===== src/rtl/rtc_i2c_if.sv =====
// Request/response bus between the RTC scheduler and the byte-oriented I2C master.
// Handshake: the requester raises i2c_start with counts/data stable and holds it until the
// master drops i2c_ready (accept); the master raises i2c_ready again when done, with
// i2c_timeout and i2c_bytes_to_read valid while ready stays high.
interface rtc_i2c_if;
  logic        i2c_start;
  logic [6:0]  i2c_address;
  logic [2:0]  i2c_nr_of_bytes_to_send;
  logic [31:0] i2c_bytes_to_send;
  logic [2:0]  i2c_nr_of_bytes_to_read;
  logic [23:0] i2c_bytes_to_read;
  logic        i2c_ready;
  logic        i2c_timeout;

  modport master (
    output i2c_start, i2c_address, i2c_nr_of_bytes_to_send, i2c_bytes_to_send,
           i2c_nr_of_bytes_to_read,
    input  i2c_bytes_to_read, i2c_ready, i2c_timeout
  );

  modport slave (
    input  i2c_start, i2c_address, i2c_nr_of_bytes_to_send, i2c_bytes_to_send,
           i2c_nr_of_bytes_to_read,
    output i2c_bytes_to_read, i2c_ready, i2c_timeout
  );
endinterface


===== src/rtl/rtc_i2c_scheduler.sv =====
// Schedules periodic DS1307 time reads and user set-time writes over the I2C master,
// retrying transactions that end in a clock-stretch timeout.
module rtc_i2c_scheduler #(
  parameter int         ClockFrequency = 1000000,
  parameter int         PollPeriodMs   = 500,
  parameter logic [6:0] RtcAddress     = 7'h68,
  parameter int         MaxRetries     = 3
) (
  input  logic       clock,
  input  logic       reset,
  input  logic       set_request,
  input  logic [7:0] set_seconds,
  input  logic [7:0] set_minutes,
  input  logic [7:0] set_hours,
  output logic       set_ack,
  output logic [7:0] seconds,
  output logic [7:0] minutes,
  output logic [7:0] hours,
  output logic       time_valid,
  output logic       error,
  output logic [2:0] debug_state,
  rtc_i2c_if.master  i2c
);
  localparam int PollCycles = ClockFrequency / 1000 * PollPeriodMs;
  localparam int TW = (PollCycles > 1) ? $clog2(PollCycles) : 1;
  localparam logic [TW-1:0] TimerLast = TW'(PollCycles - 1);
  localparam int RW = $clog2(MaxRetries + 2);
  localparam logic [RW-1:0] RetryLimit = RW'(MaxRetries);

  typedef enum logic [2:0] {
    IDLE        = 3'd0,
    LAUNCH      = 3'd1,
    WAIT_ACCEPT = 3'd2,
    WAIT_DONE   = 3'd3,
    CHECK       = 3'd4
  } state_t;

  state_t        state, next_state;
  logic [TW-1:0] timer;
  logic [RW-1:0] retry_cnt;
  logic          poll_pending, set_pending, is_write;
  logic [7:0]    sh_seconds, sh_minutes, sh_hours;
  logic [2:0]    nr_send, nr_read;
  logic [31:0]   send_bytes;
  logic          load_write, load_read, retry, fail, done_ok, start;
  logic          poll_expire;

  assign poll_expire                 = (timer == TimerLast);
  assign debug_state                 = state;
  assign i2c.i2c_start               = start;
  assign i2c.i2c_address             = RtcAddress;
  assign i2c.i2c_nr_of_bytes_to_send = nr_send;
  assign i2c.i2c_bytes_to_send       = send_bytes;
  assign i2c.i2c_nr_of_bytes_to_read = nr_read;

  always_ff @(posedge clock or posedge reset) begin
    if (reset) state <= IDLE;
    else       state <= next_state;
  end

  always_comb begin
    next_state = state;
    start      = 1'b0;
    load_write = 1'b0;
    load_read  = 1'b0;
    retry      = 1'b0;
    fail       = 1'b0;
    done_ok    = 1'b0;
    case (state)
      IDLE: begin
        if (set_pending) begin
          load_write = 1'b1;
          next_state = LAUNCH;
        end else if (poll_pending) begin
          load_read  = 1'b1;
          next_state = LAUNCH;
        end
      end
      LAUNCH: begin
        start      = 1'b1;
        next_state = WAIT_ACCEPT;
      end
      // The master samples start only on its slow internal tick, so hold it until accepted.
      WAIT_ACCEPT: begin
        start = 1'b1;
        if (!i2c.i2c_ready) next_state = WAIT_DONE;
      end
      WAIT_DONE: begin
        if (i2c.i2c_ready) next_state = CHECK;
      end
      CHECK: begin
        if (i2c.i2c_timeout) begin
          if (retry_cnt < RetryLimit) begin
            retry      = 1'b1;
            next_state = LAUNCH;
          end else begin
            fail       = 1'b1;
            next_state = IDLE;
          end
        end else begin
          done_ok    = 1'b1;
          next_state = IDLE;
        end
      end
      default: next_state = IDLE;
    endcase
  end

  always_ff @(posedge clock or posedge reset) begin
    if (reset) begin
      timer        <= '0;
      poll_pending <= 1'b1;
      set_pending  <= 1'b0;
      sh_seconds   <= '0;
      sh_minutes   <= '0;
      sh_hours     <= '0;
      retry_cnt    <= '0;
      is_write     <= 1'b0;
      nr_send      <= '0;
      send_bytes   <= '0;
      nr_read      <= '0;
      seconds      <= '0;
      minutes      <= '0;
      hours        <= '0;
      time_valid   <= 1'b0;
      error        <= 1'b0;
      set_ack      <= 1'b0;
    end else begin
      timer   <= poll_expire ? '0 : timer + 1'b1;
      set_ack <= done_ok && is_write;

      // A fresh expiry or completed write outranks the clear so no poll is lost.
      if (poll_expire || (done_ok && is_write)) poll_pending <= 1'b1;
      else if (load_read)                        poll_pending <= 1'b0;

      if (set_request) begin
        set_pending <= 1'b1;
        sh_seconds  <= set_seconds;
        sh_minutes  <= set_minutes;
        sh_hours    <= set_hours;
      end else if (load_write) begin
        set_pending <= 1'b0;
      end

      if (load_write) begin
        is_write   <= 1'b1;
        nr_send    <= 3'd4;
        send_bytes <= {sh_hours & 8'h3F, sh_minutes & 8'h7F, sh_seconds & 8'h7F, 8'h00};
        nr_read    <= 3'd0;
      end else if (load_read) begin
        is_write   <= 1'b0;
        nr_send    <= 3'd1;
        send_bytes <= 32'h0;
        nr_read    <= 3'd3;
      end

      if (retry) retry_cnt <= retry_cnt + 1'b1;
      if (fail) begin
        error     <= 1'b1;
        retry_cnt <= '0;
      end
      if (done_ok) begin
        error     <= 1'b0;
        retry_cnt <= '0;
        if (!is_write) begin
          seconds    <= i2c.i2c_bytes_to_read[7:0] & 8'h7F;
          minutes    <= i2c.i2c_bytes_to_read[15:8] & 8'h7F;
          hours      <= i2c.i2c_bytes_to_read[23:16] & 8'h3F;
          time_valid <= 1'b1;
        end
      end
    end
  end
endmodule


===== src/flat_wrapper.sv =====
// flat-port wrapper written by rule: the top's interface ports become plain ports
module rtc_i2c_scheduler_flat 
#(
  parameter int         ClockFrequency = 1000000,
  parameter int         PollPeriodMs   = 500,
  parameter logic [6:0] RtcAddress     = 7'h68,
  parameter int         MaxRetries     = 3
)
  (clock, reset, set_request, set_seconds, set_minutes, set_hours, set_ack, seconds, minutes, hours, time_valid, error, debug_state, i2c_i2c_start, i2c_i2c_address, i2c_i2c_nr_of_bytes_to_send, i2c_i2c_bytes_to_send, i2c_i2c_nr_of_bytes_to_read, i2c_i2c_bytes_to_read, i2c_i2c_ready, i2c_i2c_timeout);
  rtc_i2c_if i2c_i ();
  input  logic clock;
  input  logic reset;
  input  logic set_request;
  input  logic [7:0] set_seconds;
  input  logic [7:0] set_minutes;
  input  logic [7:0] set_hours;
  output logic set_ack;
  output logic [7:0] seconds;
  output logic [7:0] minutes;
  output logic [7:0] hours;
  output logic time_valid;
  output logic error;
  output logic [2:0] debug_state;
  output wire logic [$bits(i2c_i.i2c_start)-1:0] i2c_i2c_start;
  output wire logic [$bits(i2c_i.i2c_address)-1:0] i2c_i2c_address;
  output wire logic [$bits(i2c_i.i2c_nr_of_bytes_to_send)-1:0] i2c_i2c_nr_of_bytes_to_send;
  output wire logic [$bits(i2c_i.i2c_bytes_to_send)-1:0] i2c_i2c_bytes_to_send;
  output wire logic [$bits(i2c_i.i2c_nr_of_bytes_to_read)-1:0] i2c_i2c_nr_of_bytes_to_read;
  input wire logic [$bits(i2c_i.i2c_bytes_to_read)-1:0] i2c_i2c_bytes_to_read;
  input wire logic [$bits(i2c_i.i2c_ready)-1:0] i2c_i2c_ready;
  input wire logic [$bits(i2c_i.i2c_timeout)-1:0] i2c_i2c_timeout;
  assign i2c_i2c_start = i2c_i.i2c_start;
  assign i2c_i2c_address = i2c_i.i2c_address;
  assign i2c_i2c_nr_of_bytes_to_send = i2c_i.i2c_nr_of_bytes_to_send;
  assign i2c_i2c_bytes_to_send = i2c_i.i2c_bytes_to_send;
  assign i2c_i2c_nr_of_bytes_to_read = i2c_i.i2c_nr_of_bytes_to_read;
  assign i2c_i.i2c_bytes_to_read = i2c_i2c_bytes_to_read;
  assign i2c_i.i2c_ready = i2c_i2c_ready;
  assign i2c_i.i2c_timeout = i2c_i2c_timeout;
  rtc_i2c_scheduler #(.ClockFrequency(ClockFrequency), .PollPeriodMs(PollPeriodMs), .RtcAddress(RtcAddress), .MaxRetries(MaxRetries)) u_core (.clock(clock), .reset(reset), .set_request(set_request), .set_seconds(set_seconds), .set_minutes(set_minutes), .set_hours(set_hours), .set_ack(set_ack), .seconds(seconds), .minutes(minutes), .hours(hours), .time_valid(time_valid), .error(error), .debug_state(debug_state), .i2c(i2c_i));
endmodule

===== config.mk =====
export PLATFORM = sky130hd
export DESIGN_NAME = rtc_i2c_scheduler_flat
export DESIGN_NICKNAME = d
export VERILOG_FILES = /design/src/rtl/rtc_i2c_if.sv /design/src/rtl/rtc_i2c_scheduler.sv /design/src/flat_wrapper.sv
export SDC_FILE = /design/constraint.sdc
export NUM_CORES = 1
export LEC_CHECK = 0
export ABC_AREA = 1
export ABC_CLOCK_PERIOD_IN_PS = 3300
export BUFFER_PORTS_ARGS = -buffer_cell sky130_fd_sc_hd__clkbuf_2
export CAP_MARGIN = 20
export CORE_MARGIN = 2
export CORE_UTILIZATION = 51
export CTS_CLUSTER_SIZE = 10
export DETAILED_ROUTE_END_ITERATION = 12
export PLACE_DENSITY = 0.8
export SLEW_MARGIN = 20
export SYNTH_ARGS = -nofsm -noshare
export SYNTH_HDL_FRONTEND = slang
export SYNTH_SLANG_ARGS = --single-unit

===== constraint.sdc =====
create_clock -name clock -period 3.3 [get_ports clock]
set_input_delay 0.495 -clock clock [delete_from_list [all_inputs] [get_ports clock]]
set_output_delay 0.495 -clock clock [all_outputs]
set_load 0.01 [all_outputs]

After elaboration in Yosys (flattened, before gate mapping)
Index checks and enable logic that the tools add are counted.
W data, S select, Z words.

word-level totals
  register bits after elaboration = 109
  input bits = 53
  output and inout port bits = 76
  logic and storage cells = 79

cells by class
  $add $sub $neg = 2
  $lt $le $gt $ge = 1
  equal/unequal tests = 8
  multiplexer cells = 38
  bitwise operators = 1
  reductions and logical operators = 11

operator list
  cell                     count
  $mux W32                 2
  $mux W3                  11
  $mux W1                  23
  $add A19 B1 Y19 const B  1
  $eq A19 B19 Y1 const B   1
  $mux W19                 1
  $pmux W3 S5              1
  $reduce_bool A2 Y1       4
  $eq A3 B2 Y1 const B     2
  $ne A2 B2 Y1 const B     2
  $add A3 B1 Y3 const B    1
  $eq A3 B1 Y1 const B     1
  $eq A3 B3 Y1 const B     1
  $logic_not A3 Y1         1
  $lt A3 B2 Y1 const B     1
  $ne A3 B1 Y1 const B     1
  $reduce_and A3 Y1        1
  $reduce_bool A3 Y1       1
  $reduce_and A2 Y1        1
  $reduce_or A2 Y1         1
  $logic_and A1 B1 Y1      1
  $logic_or A1 B1 Y1       1
  $not A1 Y1               1

Logic depth before layout (Yosys ltp)
Gate-level depths: netlist of the first run.

  depth after elaboration = 7
  mapped depth = 11
  gate-level depth less buffers = 10

Least setup slack after synthesis of the first run
Ideal clock, no wire load.

  kind = register to register
  start = reg u_core.timer[0]
  end = reg u_core.timer[8]
  library setup time = 0.114 ns
  arrival = 1.279 ns
  required time = 3.186 ns
  slack = 1.907 ns
  cell stages (with the launch flop) = 9
  path buffers = 0
  clock period less this slack = 1.393 ns
  cell sequence = dfrtp_1 > ha_1 > nand2_1 > nor2_1 > nand2_1 > inv_1 > or2_2 > nand3_1 > inv_1

between the ends
  longest elaborated chain between the ends = 2
  elaborated cells on any way between the ends = 3
  classes of those cells = add/sub: 1; eq/ne: 1; mux: 1

ends and longest elaborated chain
  item                                                      RTL line                                           RTL
  start: declaration                                        rtc_i2c_scheduler.sv:39                            logic [TW-1:0] timer;
  start signal: assignment                                  rtc_i2c_scheduler.sv:129                           timer <= poll_expire ? '0 : timer + 1'b1;
  $add A19 B1 Y19 / $eq A19 B19 Y1 (equally long branches)  rtc_i2c_scheduler.sv:129, rtc_i2c_scheduler.sv:48
  $mux W19 *                                                rtc_i2c_scheduler.sv:129

Mark *: on every way between the ends. The rest lies on a longest branch, timed or not.
A chain may end at the register's enable or synchronous reset.

Worst setup path after layout of the first run
  start = reg u_core.state[0], in the netlist u_core.debug_state[0]
  end = reg u_core.seconds[0]

between the ends
  longest elaborated chain between the ends = 3

ends and longest elaborated chain
  item                         RTL line                  RTL
  start: declaration           rtc_i2c_scheduler.sv:38   state_t state, next_state;
  start signal: assignment     rtc_i2c_scheduler.sv:58   else state <= next_state;
  $eq A3 B3 Y1                 rtc_i2c_scheduler.sv:69   case (state)
  $mux W1                      rtc_i2c_scheduler.sv:69
  $reduce_and A2 Y1 (no line)  -
  end signal: assignment       rtc_i2c_scheduler.sv:166  seconds <= i2c.i2c_bytes_to_read[7:0] & 8'h7F;
  end: declaration             rtc_i2c_scheduler.sv:16   output logic [7:0] seconds,

Every way passes these cells.

==> flow_summary.json, run 1 <==
{
  "status": "finished, final reports clean",
  "rows": 32,
  "yosys_most_used_dff": "dfrtp_1",
  "first_pass_iters": 4,
  "relSlewSlack_pct": 49.1,
  "fp.dieW_um": 94.5,
  "dpl_cell_area_sq_mm": 0.00459,
  "p_int_mw": 2.11,
  "synth_fa_ha_area_share_pct": 0.600,
  "hpwlAfterDp_mm": 6.12,
  "vias_per_cell": 4.78,
  "syn_inst": 488,
  "cts_max_level": 3,
  "dieArea_sq_mm": 0.00892,
  "postLayoutCellArea_sq_mm": 0.00477,
  "final_cell_mix": "125 x nand2_1, 95 x clkbuf_2, 91 x dfrtp_1, 54 x inv_1, 45 x o21ai_0",
  "drt_wl_total_mm": 8.31,
  "critPathLaunchType": "register",
  "drive_above_1_share_pct": 21.7,
  "n_antenna_cell": 0,
  "p_seq_share_pct": 49.1,
  "io_buffers": 95,
  "critPathArrivalTime_ps": 2220,
  "end_kind": "register",
  "yosys_warnings": 0,
  "clock_path_buffers": 2,
  "final.setup.tns_ps": 0,
  "power_density_mw_per_mm2": 687,
  "cap_violations": 0,
  "swShare_pct": 35.5,
  "synth-simple-area-share_pct": 23.3,
  "synth_top_family_by_area": "simple AND/OR/NAND/NOR gates",
  "cts_hold_buf": 0,
  "final_antenna_net_count": 0,
  "worstHoldPathType": "input port to async pin",
  "min_period_ps": 1960,
  "p_switching_mw": 1.16,
  "final_util_pct": 61.1,
  "synthesis.area_sq_mm": 0.00417,
  "cts_buffers": 9,
  "die_h_um": 94.5,
  "synth-seq-cells": 92,
  "nNetsFinal": 632,
  "fin_worst_skew_ps": 10.8,
  "synth-compound-area-share_pct": 6.81,
  "grt_max_degree": 47,
  "grt_usage_pct": 20.1,
  "cts_tree": "yes",
  "cts_resized": 0,
  "wl_per_cell_um": 12.2,
  "final_common_cell": "nand2_1",
  "rsz0062_at_grt": "no",
  "seq_area_frac_synth_pct": 55.2,
  "cp.required_ps": 3560,
  "cts.sinks": 92,
  "p_comb_share_pct": 29.4,
  "ios": 129,
  "hold_viol_final": 0,
  "synth-xor-area-share_pct": 1.47,
  "crit_type": "register to register",
  "whs_ps": 224,
  "fillers": 696,
  "cts_setup_buffers": 0,
  "ir_drop_v": 0.000366,
  "antenna_found_initial": 0,
  "cts_root_buf": "clkbuf_8",
  "post-place-cells": 668,
  "finalCritPeriodShare_pct": 59.5,
  "gp_congestion": 0.899,
  "synth_edf_count": 0,
  "synthMuxAreaShare_pct": 0,
  "setup-violations-final": 0,
  "crit_fanout": 22,
  "power.share.clock_pct": 21.5,
  "insertion_delay_ps": 360,
  "timing.fmax_mhz": 509,
  "grt_pass1_wl_mm": 14.1,
  "grt_pass1_vias": 3185,
  "clk_pin_slew_worst_paths_ps": 90,
  "drtIter0Drc": 205,
  "syn_avg_cell_area_sq_um": 8.55,
  "start_util_pct": 53.4,
  "drv_slew": 0,
  "grt_remaining_overflow": 0,
  "drc_errors": 0,
  "synth.distinct_cells": 30,
  "final_cells": 683,
  "cellLeakagePower_nw": 2.65,
  "worst_pin_slew_ps": 763,
  "vias": 3268,
  "async_flop_share_pct": 100,
  "coreArea_sq_mm": 0.00781,
  "area_growth_pct": 14.4
}
routing by layer:
layer	track usage, %	share of wire [%]	vias to the layer above
met5	0	0	-
li1	-	-	1657
met2	33.3	47	104
met4	8.33	1.7	0
met1	25.1	44	1490
met3	5.35	7.5	17
power by group through the flow:
stage | registers, mW | clock network, mW | logic, mW
floorplan | 1.73 | 0 | 0.493
global placement | 1.61 | 0 | 0.945
detailed placement | 1.63 | 0 | 0.982
CTS | 1.61 | 0.724 | 0.981
global route | 1.65 | 0.773 | 1.10
finish | 1.61 | 0.706 | 0.963
sequential cells by signal, summed over array words and instances (netlist names), 2 cells and up:
name,flops
u_core.i2c.i2c_nr_of_bytes_to_send,2
u_core.seconds,7
u_core.debug_state,3
u_core.minutes,7
u_core.timer,19
u_core.i2c.i2c_bytes_to_send,20
u_core.retry_cnt,3
u_core.sh_hours,6
u_core.hours,6
u_core.sh_minutes,7
u_core.sh_seconds,7
final cells by class:
cell class                 count  area (sq um)  share of cell area [%]
inverter                      60           226                    4.74
clock inverter                 5          45.0                   0.944
multi-input combinational    316          1440                    30.1
sequential                    92          2300                    48.3
tap                          102           128                    2.67
timing repair buffer          98           498                    10.4
clock buffer                  10           138                    2.88
final timing paths:
kind	slack [ps]	cells past startpoint	end	startpoint
max in group asynchronous	2220	3	u_core.sh_seconds[0]	reset
max	1340	10	u_core.seconds[0]	u_core.debug_state[0]
min in group clock	320	3	u_core.seconds[3]	i2c_i2c_bytes_to_read[3]
max reg2reg	1340	10	u_core.seconds[0]	u_core.debug_state[0]
min	220	2	u_core.timer[12]	reset
min reg2reg	470	1	u_core.timer[0]	u_core.timer[0]
synthesized netlist by cell type (3+ instances only):
cell type / number / share of area, %
a21oi_1: 4 / 0.48
nor3_1: 3 / 0.36
nor2_1: 40 / 3.6
nand2_1: 125 / 11
nand4_1: 10 / 1.5
inv_2: 5 / 0.45
nand3_1: 41 / 4.9
inv_1: 55 / 4.9
o21ai_0: 45 / 5.4
dfrtp_1: 91 / 55
xor2_1: 5 / 1.0
clkbuf_1: 6 / 0.54
buf_2: 4 / 0.48
buf_4: 30 / 5.4
stage by stage:
stage,power (mW),setup WS (ps)
floorplan,2.22,415
global placement,2.56,1410
detailed placement,2.61,1330
CTS,3.31,1310
global route,3.52,1120
finish,3.28,1340
cells by family (layout without fill, tap and decap cells):
| family | after synthesis | count (layout) |
|---|---|---|
| and+or+nand+nor | 228 | 228 |
| buffers and inverters | 103 | 173 |
| DFF | 92 | 92 |
| AOI/OAI and AO/OA | 54 | 54 |
| xor gates and xnor gates | 7 | 7 |
| adders and majority gates | 2 | 2 |
| other | 2 | 25 |
worst max-delay path, stage by stage, from the launching register on:
cell and delay, ps:
dfrtp_1 430, inv_1 80, nand2_2 80, nor2_4 130
inv_2 60, nor2_2 110, inv_2 70, nor2_4 400
inv_2 270, nand2_1 130, nand2_1 60
Note: power is estimated with default switching activity, not from simulation.
==> inputs of run 2 (changes only) <==
--- a/config.mk
+++ b/config.mk
@@ -6,7 +6,7 @@
 export NUM_CORES = 1
 export LEC_CHECK = 0
 export ABC_AREA = 1
-export ABC_CLOCK_PERIOD_IN_PS = 3300
+export ABC_CLOCK_PERIOD_IN_PS = 1950
 export BUFFER_PORTS_ARGS = -buffer_cell sky130_fd_sc_hd__clkbuf_2
 export CAP_MARGIN = 20
 export CORE_MARGIN = 2
==> constraint.sdc (replaced) <==
create_clock -name clock -period 1.95 [get_ports clock]
set_input_delay 0.2925 -clock clock [delete_from_list [all_inputs] [get_ports clock]]
set_output_delay 0.2925 -clock clock [all_outputs]
set_load 0.01 [all_outputs]
==> run 2 against run 1 <==
Clock-buffer cell count grew 1. Routed wire length down 0.89%. Sequential share of layout area shrank 0.83 points. Fmax is 22% higher. Critical path type unchanged. Die area did not move. Flip-flop and latch count stayed put. Combinational power grew 71%. Cell area up 1.8%. Non-clock buffer count grew 5. Critical path depth shrank 1. Clock skew is 0.94 ps higher.
==> flow_summary.json, run 2 (same netlist as run 1, synthesis figures left out) <==
{
  "met2_length_mm": 3.94,
  "critPathLaunchType": "register",
  "coreArea_sq_mm": 0.00781,
  "fp.dieW_um": 94.5,
  "ios": 129,
  "drt_wl_total_mm": 8.24,
  "worstReg2RegStart": "u_core.timer[0]",
  "post-place-cells": 673,
  "die_h_um": 94.5,
  "min_period_ps": 1600,
  "ir_drop_v": 0.000701,
  "grt_max_degree": 53,
  "power_density_mw_per_mm2": 1160,
  "setup-violations-final": 0,
  "n_antenna_cell": 0,
  "drc_errors": 0,
  "worst_pin_slew_ps": 657,
  "cts_buffers": 9,
  "vias_per_cell": 4.83,
  "relSlewSlack_pct": 56.2,
  "hpwlAfterDp_mm": 6.03,
  "dieArea_sq_mm": 0.00892,
  "status": "finished, final reports clean",
  "fillers": 670,
  "finalCritPeriodShare_pct": 82.3,
  "fin_worst_skew_ps": 11.7,
  "cellLeakagePower_nw": 2.69,
  "cts_root_buf": "clkbuf_8",
  "final_cell_mix": "125 x nand2_1, 95 x clkbuf_2, 91 x dfrtp_1, 54 x inv_1, 45 x o21ai_0",
  "grt_pass1_wl_mm": 14.0,
  "crit_fanout": 5,
  "drv_slew": 0,
  "rows": 32,
  "hold_viol_final": 0,
  "grt_remaining_overflow": 0,
  "cpPeakStageDelay_ps": 410,
  "final_util_pct": 62.2,
  "crit_start": "u_core.timer[0]",
  "drt-met1-wl_mm": 3.68,
  "cts_hold_buf": 0,
  "grt_pass1_vias": 3188,
  "final_common_cell": "nand2_1",
  "antenna_found_initial": 0,
  "end_kind": "register",
  "area_growth_pct": 16.4,
  "nNetsFinal": 637,
  "largest_reg_flops": 20,
  "critPathArrivalTime_ps": 1840,
  "cp_slowest_cell": "dfrtp_1",
  "cts_max_level": 3,
  "cts_setup_buffers": 0,
  "wl_met3_um": 588,
  "crit_type": "register to register",
  "cts_resized": 0,
  "vias": 3328,
  "io_buffers": 95,
  "top_layer_used": "met4",
  "cp_cell_sequence": "ha_1, nand2_1, nor2_1, buf_4, nand2_1, inv_1, or2_2, nand3_1, inv_1",
  "grt_usage_pct": 19.7,
  "final.setup.tns_ps": 0,
  "wl_per_cell_um": 12.0,
  "clock_path_buffers": 2,
  "final_cells": 689,
  "cap_violations": 0,
  "insertion_delay_ps": 350,
  "drive_above_1_share_pct": 22.3,
  "clk_pin_slew_worst_paths_ps": 90,
  "drtIter0Drc": 181,
  "rsz0062_at_grt": "no",
  "worstHoldPathType": "input port to async pin",
  "first_pass_iters": 4,
  "cts_tree": "yes",
  "final_antenna_net_count": 0,
  "timing.fmax_mhz": 623,
  "start_util_pct": 53.4,
  "cts.sinks": 92,
  "cp.required_ps": 2190,
  "gp_congestion": 0.940
}
==> run 2: critical path: cells and delay by family, from the launching register on <==
kind / cells / cell delay, ps
simple gates: 5 / 590
flops: 1 / 410
fa+ha+maj: 1 / 260
buf+inv: 3 / 230
==> run 2: final timing paths <==
check | end | slack, ps | cells past startpoint
max in group asynchronous | u_core.poll_pending | 1620 | 3
setup / recovery | u_core.timer[8] | 350 | 9
setup reg to reg | u_core.timer[8] | 350 | 9
min in group clock | u_core.sh_minutes[6] | 140 | 3
hold reg to reg | u_core.minutes[4] | 470 | 2
hold / removal | u_core.i2c.i2c_bytes_to_send[13] | 20 | 3
==> run 2: final cells by class <==
class	instances	area (sq um)	share of cell area, %
Sequential cell	92	2300	47.4
Inverter	60	229	4.71
Clock buffer	11	141	2.91
Tap cell	102	128	2.63
Multi-Input combinational cell	316	1440	29.5
Timing Repair Buffer	103	561	11.5
Clock inverter	5	60.1	1.24
==> run 2: per-stage QoR <==
stage          setup WS [ps]  cell area [sq um]  hold slack, ps  total power [mW]
2_1_floorplan            557               4260             400              3.75
3_3_place_gp             391               4660             390              4.34
3_5_place_dp             364               4660             397              4.44
4_1_cts                  347               4860            3.85              5.72
5_1_grt                  184               4860            21.6              6.05
6_report                 345               4860            22.3              5.64
==> run 2: where the power goes <==
part	total [mW]	switching, mW	internal, mW
logic	1.65	0.993	0.656
clock network	1.27	0.641	0.633
registers	2.72	0.298	2.42
==> run 2: metal layers <==
metal / GRT usage, % / vias up
li1: - / 1660
met1: 25.5 / 1556
met2: 32.4 / 108
met3: 5.83 / 4
met4: 5.43 / 0
met5: 0 / -
==> inputs of run 3 (changes only) <==
--- a/config.mk
+++ b/config.mk
@@ -6,14 +6,14 @@
 export NUM_CORES = 1
 export LEC_CHECK = 0
 export ABC_AREA = 1
-export ABC_CLOCK_PERIOD_IN_PS = 1950
+export ABC_CLOCK_PERIOD_IN_PS = 1300
 export BUFFER_PORTS_ARGS = -buffer_cell sky130_fd_sc_hd__clkbuf_2
 export CAP_MARGIN = 20
 export CORE_MARGIN = 2
-export CORE_UTILIZATION = 51
+export CORE_UTILIZATION = 46
 export CTS_CLUSTER_SIZE = 10
 export DETAILED_ROUTE_END_ITERATION = 12
-export PLACE_DENSITY = 0.8
+export PLACE_DENSITY = 0.76
 export SLEW_MARGIN = 20
 export SYNTH_ARGS = -nofsm -noshare
 export SYNTH_HDL_FRONTEND = slang
==> constraint.sdc (replaced) <==
create_clock -name clock -period 1.3 [get_ports clock]
set_input_delay 0.195 -clock clock [delete_from_list [all_inputs] [get_ports clock]]
set_output_delay 0.195 -clock clock [all_outputs]
set_load 0.01 [all_outputs]
==> run 3 against run 2 <==
The run now ends with negative setup slack left. Power up 72%. Sequential power up 52%. Hold slack better by 8.0 ps. Register-to-register slack worse by 500 ps. First-iteration DRC count up 22%. Utilization up 3.7 points. Non-clock buffer count up 47. Clock power up 58%. Critical endpoint is now i2c_i2c_start.
==> flow_summary.json, run 3 (same netlist as run 1, synthesis figures left out) <==
{
  "cts_root_buf": "clkbuf_8",
  "clock_path_buffers": 2,
  "clk_pin_slew_worst_paths_ps": 90,
  "wl_per_cell_um": 14.4,
  "grt_remaining_overflow": 0,
  "worstHoldPathType": "input port to register",
  "power_mw": 9.71,
  "coreArea_sq_mm": 0.00876,
  "p_comb_share_pct": 36.8,
  "final.setup.tns_ps": -4290,
  "critPathArrivalTime_ps": 1260,
  "p_seq_share_pct": 42.5,
  "final_cells": 743,
  "dpl_cell_area_sq_mm": 0.00489,
  "die_h_um": 99.2,
  "swShare_pct": 36.1,
  "start_util_pct": 47.6,
  "grt_pass1_vias": 3517,
  "grt_pass1_wl_mm": 15.9,
  "drt_wl_total_mm": 10.7,
  "final_common_cell": "clkbuf_2",
  "grt_max_degree": 72,
  "drc_errors": 0,
  "seq_area_sq_mm": 0.00231,
  "fin_worst_skew_ps": 13.3,
  "drv_slew": 0,
  "grt_usage_pct": 19.8,
  "fp.dieW_um": 99.2,
  "status": "finished, violations left",
  "power_density_mw_per_mm2": 1680,
  "violations": "negative setup slack",
  "ir_drop_v": 0.00112,
  "ios": 129,
  "vias_per_cell": 5.10,
  "antenna_found_initial": 0,
  "io_buffers": 95,
  "cp.required_ps": 1110,
  "postLayoutCellArea_sq_mm": 0.00578,
  "area_growth_pct": 38.5,
  "cap_violations": 0,
  "cts_buffers": 9,
  "drive_above_1_share_pct": 43.6,
  "cellLeakagePower_nw": 3.10,
  "final_antenna_net_count": 0,
  "first_pass_iters": 5,
  "rows": 34,
  "vias": 3788,
  "drtIter0Drc": 220,
  "dieArea_sq_mm": 0.00985,
  "place_ws_ps": -154,
  "power.share.clock_pct": 20.7,
  "hpwlAfterDp_mm": 6.46,
  "largest_reg_flops": 20,
  "setup-violations-final": 59,
  "post-place-cells": 704,
  "rsz0062_at_grt": "yes",
  "hold_viol_final": 0,
  "multi_input_area_sq_mm": 0.00181,
  "final_cell_mix": "94 x clkbuf_2, 84 x nand2_1, 83 x dfrtp_1, 42 x inv_1, 33 x nand2_2",
  "n_antenna_cell": 0,
  "nNetsFinal": 685,
  "crit_type": "register to output pin",
  "p_int_mw": 6.21,
  "crit_fanout": 3,
  "critPathLaunchType": "register",
  "fillers": 674,
  "gp_congestion": 0.969,
  "finalCritPeriodShare_pct": 112,
  "p_switching_mw": 3.50,
  "cts_tree": "yes",
  "postLayoutSetupSlackWorst_ps": -150,
  "min_period_ps": 1450,
  "insertion_delay_ps": 360,
  "timing.fmax_mhz": 690,
  "end_kind": "output pin",
  "cts.sinks": 92,
  "cts_max_level": 3
}
==> run 3: layout make-up <==
| class | instances | share of cell area [%] |
|---|---|---|
| Clock buffer | 10 | 2.38 |
| Clock inverter | 6 | 1.19 |
| Inverter | 60 | 4.14 |
| Tap cell | 108 | 2.34 |
| Sequential cell | 92 | 40.0 |
| Multi-Input combinational cell | 316 | 31.4 |
| Timing Repair Buffer | 150 | 18.4 |
| Timing Repair inverter | 1 | 0.152 |
==> run 3: per-layer routing <==
layer,vias up,wire (um),GRT usage (%)
met5,-,0,0
met4,0,290,8.01
met3,28,727,4.92
met2,175,5650,33.4
met1,1808,4050,24.6
li1,1777,-,-
==> run 3: power by group through the flow <==
stage | registers (mW) | clock network, mW | logic, mW
2_1_floorplan | 4.38 | 0 | 1.25
3_3_place_gp | 4.07 | 0 | 2.63
3_5_place_dp | 4.12 | 0 | 2.76
4_1_cts | 4.08 | 2.06 | 2.96
5_1_grt | 4.21 | 2.16 | 3.93
6_report | 4.13 | 2.01 | 3.57
==> run 3: per-stage QoR <==
step | utilization, % | hold slack [ps]
2_1_floorplan | - | 302
3_3_place_gp | 55.8 | 288
3_5_place_dp | 55.8 | 294
4_1_cts | 61.0 | 14.4
5_1_grt | 65.9 | 14.2
6_report | 65.9 | 30.3
==> run 3: timing repair <==
action,CTS,global route
gates resized for setup,50,115
setup endpoints to repair,59,69
cloned,2,4
pin swaps,17,24
hold endpoints to repair,91,0
setup buffers,7,12
hold buffers,1,0
==> run 3: final timing paths <==
check / from / endpoint / slack [ps] / cells past startpoint
worst min register to register: u_core.seconds[2] / u_core.seconds[2] / 490 / 2
max in group asynchronous: reset / u_core.poll_pending / 510 / 4
min in group asynchronous: reset / u_core.sh_minutes[1] / 440 / 4
worst min-delay path: set_hours[2] / u_core.sh_hours[2] / 30 / 3
worst max register to register: u_core.debug_state[1] / u_core.hours[2] / -150 / 11
worst max-delay path: u_core.debug_state[2] / i2c_i2c_start / -150 / 5
==> run 3: critical path, stage by stage (launching register included) <==
cell	delay [ps]
dfrtp_1	420
inv_2	90
buf_4	150
nand3_4	80
inv_2	60
buf_6	90
